`src/rtl/bilateral_filter_pipe.sv`:
```
// Edge-preserving 3x3 bilateral filter on the window centre, with two-tier range weights,
// round-half-up normalisation through a pipelined restoring divider, bypass and valid/ready.
module bilateral_filter_pipe #(
    parameter int PIXEL_WIDTH = 8,
    parameter int THR_WIDTH   = PIXEL_WIDTH
) (
    input  logic                     clk,
    input  logic                     rst_n,
    input  logic                     in_valid,
    output logic                     in_ready,
    input  logic [PIXEL_WIDTH*9-1:0] window_in,
    input  logic [THR_WIDTH-1:0]     thr_near,
    input  logic [THR_WIDTH-1:0]     thr_far,
    input  logic                     bypass,
    output logic                     out_valid,
    input  logic                     out_ready,
    output logic [PIXEL_WIDTH*9-1:0] window_out
);
    localparam int PW = PIXEL_WIDTH;
    localparam int WW = PW * 9;
    localparam int NW = PW + 6;
    localparam int CW = (PW > THR_WIDTH) ? PW : THR_WIDTH;

    logic en;
    logic take;

    logic [PW-1:0] centre_in;
    logic [PW-1:0] diff   [9];
    logic [3:0]    nbr_w  [9];

    logic          s1_valid_q, s1_valid_d;
    logic [3:0]    s1_w_q [9];
    logic [3:0]    s1_w_d [9];
    logic [WW-1:0] s1_win_q, s1_win_d;
    logic          s1_byp_q, s1_byp_d;

    logic [5:0]    wsum_c;
    logic [NW-1:0] sum_c;

    // Index 0 is the weighted-sum stage; indices 1..PW each resolve one quotient bit.
    logic          dv_valid_q [PW+1];
    logic          dv_valid_d [PW+1];
    logic [NW-1:0] dv_rem_q   [PW+1];
    logic [NW-1:0] dv_rem_d   [PW+1];
    logic [PW-1:0] dv_quo_q   [PW+1];
    logic [PW-1:0] dv_quo_d   [PW+1];
    logic [5:0]    dv_wsum_q  [PW+1];
    logic [5:0]    dv_wsum_d  [PW+1];
    logic [WW-1:0] dv_win_q   [PW+1];
    logic [WW-1:0] dv_win_d   [PW+1];
    logic          dv_byp_q   [PW+1];
    logic          dv_byp_d   [PW+1];
    logic [NW-1:0] div_sub    [PW+1];

    assign en        = !out_valid || out_ready;
    assign in_ready  = en;
    assign take      = in_valid && en;
    assign centre_in = window_in[4*PW +: PW];

    always_comb begin
        for (int k = 0; k < 9; k++) begin
            diff[k]  = (window_in[k*PW +: PW] >= centre_in) ? window_in[k*PW +: PW] - centre_in
                                                            : centre_in - window_in[k*PW +: PW];
            nbr_w[k] = 4'd0;
            if (k == 4) begin
                nbr_w[k] = 4'd8;
            end else if (CW'(diff[k]) < CW'(thr_near)) begin
                nbr_w[k] = (k % 2 == 1) ? 4'd4 : 4'd2;
            end else if (CW'(diff[k]) < CW'(thr_far)) begin
                nbr_w[k] = (k % 2 == 1) ? 4'd2 : 4'd1;
            end
        end
    end

    always_comb begin
        s1_valid_d = en ? in_valid : s1_valid_q;
        s1_win_d   = s1_win_q;
        s1_byp_d   = s1_byp_q;
        for (int k = 0; k < 9; k++) begin
            s1_w_d[k] = s1_w_q[k];
        end
        if (take) begin
            s1_win_d = window_in;
            s1_byp_d = bypass;
            for (int k = 0; k < 9; k++) begin
                s1_w_d[k] = nbr_w[k];
            end
        end
    end

    always_comb begin
        wsum_c = '0;
        sum_c  = '0;
        for (int k = 0; k < 9; k++) begin
            wsum_c = wsum_c + 6'(s1_w_q[k]);
            sum_c  = sum_c + NW'(s1_win_q[k*PW +: PW]) * NW'(s1_w_q[k]);
        end
    end

    // Divisor aligned to the quotient bit resolved by each divider stage.
    always_comb begin
        for (int j = 0; j <= PW; j++) begin
            div_sub[j] = '0;
        end
        for (int j = 1; j <= PW; j++) begin
            div_sub[j] = NW'(dv_wsum_q[j-1]) << (PW - j);
        end
    end

    always_comb begin
        for (int j = 0; j <= PW; j++) begin
            dv_valid_d[j] = dv_valid_q[j];
            dv_rem_d[j]   = dv_rem_q[j];
            dv_quo_d[j]   = dv_quo_q[j];
            dv_wsum_d[j]  = dv_wsum_q[j];
            dv_win_d[j]   = dv_win_q[j];
            dv_byp_d[j]   = dv_byp_q[j];
        end
        if (en) begin
            dv_valid_d[0] = s1_valid_q;
            if (s1_valid_q) begin
                dv_rem_d[0]  = sum_c + NW'(wsum_c >> 1);
                dv_quo_d[0]  = '0;
                dv_wsum_d[0] = wsum_c;
                dv_win_d[0]  = s1_win_q;
                dv_byp_d[0]  = s1_byp_q;
            end
            for (int j = 1; j <= PW; j++) begin
                dv_valid_d[j] = dv_valid_q[j-1];
                if (dv_valid_q[j-1]) begin
                    dv_wsum_d[j] = dv_wsum_q[j-1];
                    dv_win_d[j]  = dv_win_q[j-1];
                    dv_byp_d[j]  = dv_byp_q[j-1];
                    if (dv_rem_q[j-1] >= div_sub[j]) begin
                        dv_rem_d[j] = dv_rem_q[j-1] - div_sub[j];
                        dv_quo_d[j] = {dv_quo_q[j-1][PW-2:0], 1'b1};
                    end else begin
                        dv_rem_d[j] = dv_rem_q[j-1];
                        dv_quo_d[j] = {dv_quo_q[j-1][PW-2:0], 1'b0};
                    end
                end
            end
        end
    end

    always_ff @(posedge clk or negedge rst_n) begin
        if (!rst_n) begin
            s1_valid_q <= 1'b0;
            s1_win_q   <= '0;
            s1_byp_q   <= 1'b0;
            for (int k = 0; k < 9; k++) begin
                s1_w_q[k] <= '0;
            end
            for (int j = 0; j <= PW; j++) begin
                dv_valid_q[j] <= 1'b0;
                dv_rem_q[j]   <= '0;
                dv_quo_q[j]   <= '0;
                dv_wsum_q[j]  <= '0;
                dv_win_q[j]   <= '0;
                dv_byp_q[j]   <= 1'b0;
            end
        end else begin
            s1_valid_q <= s1_valid_d;
            s1_win_q   <= s1_win_d;
            s1_byp_q   <= s1_byp_d;
            for (int k = 0; k < 9; k++) begin
                s1_w_q[k] <= s1_w_d[k];
            end
            for (int j = 0; j <= PW; j++) begin
                dv_valid_q[j] <= dv_valid_d[j];
                dv_rem_q[j]   <= dv_rem_d[j];
                dv_quo_q[j]   <= dv_quo_d[j];
                dv_wsum_q[j]  <= dv_wsum_d[j];
                dv_win_q[j]   <= dv_win_d[j];
                dv_byp_q[j]   <= dv_byp_d[j];
            end
        end
    end

    // The last stage still carries the original centre, so bypass just keeps it.
    assign out_valid = dv_valid_q[PW];

    always_comb begin
        window_out = dv_win_q[PW];
        if (!dv_byp_q[PW]) begin
            window_out[4*PW +: PW] = dv_quo_q[PW];
        end
    end

endmodule

```
`config.mk`:
```
export PLATFORM = sky130hd
export DESIGN_NAME = bilateral_filter_pipe
export DESIGN_NICKNAME = d
export VERILOG_FILES = /design/src/rtl/bilateral_filter_pipe.sv
export SDC_FILE = /design/constraint.sdc
export NUM_CORES = 2
export LEC_CHECK = 0
export CORE_MARGIN = 5
export CORE_UTILIZATION = 45
export CTS_CLUSTER_DIAMETER = 150
export DETAILED_ROUTE_END_ITERATION = 10
export GPL_TIMING_DRIVEN = 0
export PLACE_DENSITY = 0.61
export SLEW_MARGIN = 20
export SYNTH_ARGS = -nofsm -noshare
export SYNTH_HDL_FRONTEND = slang
export SYNTH_SLANG_ARGS = --single-unit
```
`constraint.sdc`:
```
create_clock -name clk -period 20.2 [get_ports clk]
set_clock_uncertainty 0.15 [all_clocks]
set_input_delay 4.04 -clock clk [delete_from_list [all_inputs] [get_ports clk]]
set_output_delay 4.04 -clock clk [all_outputs]
set_load 0.005 [all_outputs]
```
==> out/summary.txt <==
number of design rule violations left after detail routing - 0
commonest non-fill, non-tap cell in the layout - dfrtp_1
I/O pin count - 167
effective utilization at floorplan - 0.455
Yosys cell types - 69
number of global-route vias before repair - 33100
Mapped Nets - 4937
final setup violation count - 0
CTS sink count - 953
combined buffer and inverter count along the critical path - 5
number of antenna violations at the first check in global routing - 2
type of element capturing the critical path - output pin
Resized Gates After CTS - 0
clock tree root driver cell - clkbuf_16
full die area - 121000 sq um
area growth from synthesis to layout - 13.2%
CTS max path bufs - 3
Post-Syn Area per Cell - 12.0 sq um
routed length per placed instance - 19.4 microns
launch instance of the worst register-to-register path - s1_w_q[14]
Primary FF master, synth - dfrtp_1
crit path from - out_ready
Fin Setup TNS - 0 ps
post-route standard cell area excluding fillers - 58100 sq um
unrepaired setup endpoints after global routing - no
number of placed instances, taps included - 5958
first-iteration detailed-routing DRC count - 1665
end of the worst register-to-register path - dv_rem_q[124]
final core utilization - 0.515
hold_buf cts - 0
total of buffers placed on input and output ports - 164
outcome - complete, no violations
count of standard-cell rows - 123
post-synthesis sequential element count - 953
data arrival time of the critical path - 6250 ps
library cell with the largest summed area after synthesis - dfrtp_1
count of final max-slew check failures - 0
setup repair bufs after CTS - 0
length in cells of the worst reg-to-reg path - 30
share of the synthesized area in the top cell type - 0.465
post-placement cell area - 55000 sq um
Total Routing Usage GR - 0.198
proportion of synthesized chip area in sequential cells - 0.465
# H-tree levels - 3
minimum setup slack among reg-to-reg paths - 10800 ps
overflow left after global routing - 0
cell breakdown of the critical path - clkdlybuf4s50_1, nor2b_1, clkbuf_1, inv_2, clkbuf_2, clkdlybuf4s50_1
minimum clock period - 10440 ps
detailed-routing iteration count for the pre-antenna-repair pass - 5
final routed wirelength across all metal layers - 119000 microns
CP required - 16010 ps
startpoint kind of the worst setup timing path - primary input
pin count of the biggest net entering global routing - 151
delay contributed by the slowest stage of the critical path - 570 ps
startpoint of the worst hold path - dv_win_q[295]
Post-Syn Instances - 4288
number of enable-type register cells in the synthesized netlist - 0
wire length of the first global-routing pass - 191000 microns
Worst slew margin - 0.265
share of the clock period used by the worst path - 0.517
cell family with most CP delay - buffers and inverters
detailed-placement wirelength estimate - 92700 microns
number of nets in the layout - 5203
cell types occupying the most area after synthesis - dfrtp_1 46%, mux2_2 15%, ha_1 9.8%
Final Hold Fails - 0
Critical Path Most Common Cell - clkdlybuf4s50_1
clk slew on worst S/H paths - 60 ps
Placeable Area - 113000 sq um
slowest stage cell, crit path - clkbuf_1
Max FO, Critical Path - 10
cell count along the critical path - 6
total number of yosys warnings - 0
post-detailed-route via-to-cell ratio - 5.21
start-to-end type of the worst setup path - primary input to output pin
Worst Setup EP - in_ready
measured slew at the worst slew-check pin - 1100 ps
post-route antenna net violation count - 0
vertical die dimension - 348 microns
Final Non-Filler Cells - 6130
Clock Latency Late Sink - 660 ps
Synth Cell Area - 51300 sq um
via count - 31900
worst min-delay path category - flip-flop to flip-flop
RePlAce Congestion - 0.881
Peak Freq - 95.8 MHz
clock tree from TritonCTS - built
count of fill cells added during filler insertion - 9963
most used cells in the layout excluding fill and tap cells - 953 x dfrtp_1, 665 x mux2_2, 403 x ha_1
number of max-capacitance violations reported - 0
die boundary width - 348 microns
number of buffers inserted during clock tree synthesis - 94
fraction of final layout cells with drive strength greater than 1 - 0.195
share of async-settable or async-resettable flops after synthesis - 1.00
through the flow:
| stage | setup slack, ps | hold slack (ps) |
|---|---|---|
| 2_1_floorplan | 11330 | 296 |
| 3_3_place_gp | -28100 | 308 |
| 3_5_place_dp | 9670 | 313 |
| 4_1_cts | 9640 | 322 |
| 5_1_grt | 9610 | 340 |
| 6_report | 9760 | 319 |
how the worst min path moves through the flow:
| stage | end | slack, ps | depth (start not counted) |
|---|---|---|---|
| after floorplan | dv_quo_q[0] | 300 | 2 |
| after global placement | dv_valid_q[3] | 310 | 2 |
| after detailed placement | dv_valid_q[8] | 310 | 2 |
| after CTS | dv_win_q[223] | 320 | 1 |
| after global routing | dv_win_q[223] | 340 | 1 |
| final | dv_win_q[223] | 320 | 1 |
synthesized netlist by cell type, types with 29 or more instances:
library cell / number
clkbuf_1: 108
a211oi_1: 29
mux2_2: 665
nand2_1: 294
a21o_1: 36
a21oi_1: 135
dfrtp_1: 953
nor2_1: 90
mux2i_1: 38
buf_4: 64
o21ai_0: 92
mux2_1: 108
and2_1: 137
xnor2_1: 52
ha_1: 403
xor2_1: 31
o21ai_1: 182
fa_1: 153
nor2b_1: 38
inv_1: 367
buf_1: 32
cell type report:
| type | count | area [sq um] | share of cell area |
|---|---|---|---|
| flip-flops and latches | 953 | 23800 | 0.411 |
| plain buffers | 204 | 1010 | 0.0173 |
| repair buffers | 170 | 1820 | 0.0313 |
| clock buffers | 141 | 2770 | 0.0477 |
| well taps | 1500 | 1880 | 0.0323 |
| multi-input cells | 2763 | 25100 | 0.432 |
| inverters | 368 | 1380 | 0.0238 |
| diodes | 1 | 2.50 | 0.0000431 |
| clock inverters | 30 | 305 | 0.00526 |
cell families (layout without fill, tap and decap cells):
kind of cell / after synthesis / after routing / share of synthesized area
AOI/OAI and AO/OA: 624 / 624 / 0.0734
xor gates and xnor gates: 83 / 83 / 0.0142
adders and majority gates: 556 / 556 / 0.158
buffers and inverters: 572 / 913 / 0.0465
DFF: 953 / 953 / 0.465
muxes: 811 / 811 / 0.177
other: 0 / 1 / 0
and+or+nand+nor: 689 / 689 / 0.0658
flip-flops by register name, indices dropped and copies added (netlist names):
register	count
dv_win_q	584
s1_byp_q	1
window_out	64
s1_valid_q	1
out_valid	1
div_sub	48
dv_quo_q	36
dv_valid_q	8
s1_w_q	17
s1_win_q	72
dv_byp_q	9
dv_rem_q	112
worst reg2reg max path, delay by kind of cell, from the launching register on:
kind	cells	cell delay, ps
adders and majority gates	13	5830
AOI/OAI and AO/OA	7	1400
xor gates and xnor gates	2	630
buffers and inverters	6	470
DFF	1	550
and+or+nand+nor	2	240
per-layer routing:
metal  part of all wire  wire length [microns]  vias to the layer above  track usage
met5                  0                      0                        -            0
met4              0.027                   3250                        0       0.0569
met2               0.46                  54800                      553        0.321
met3              0.031                   3740                      153       0.0196
met1               0.48                  57100                    15900        0.285
li1                   -                      -                    15300            -
Power is left out: the tool's default activity adds up to more than one toggle a clock period on the data nets, which glitch-free logic cannot reach.
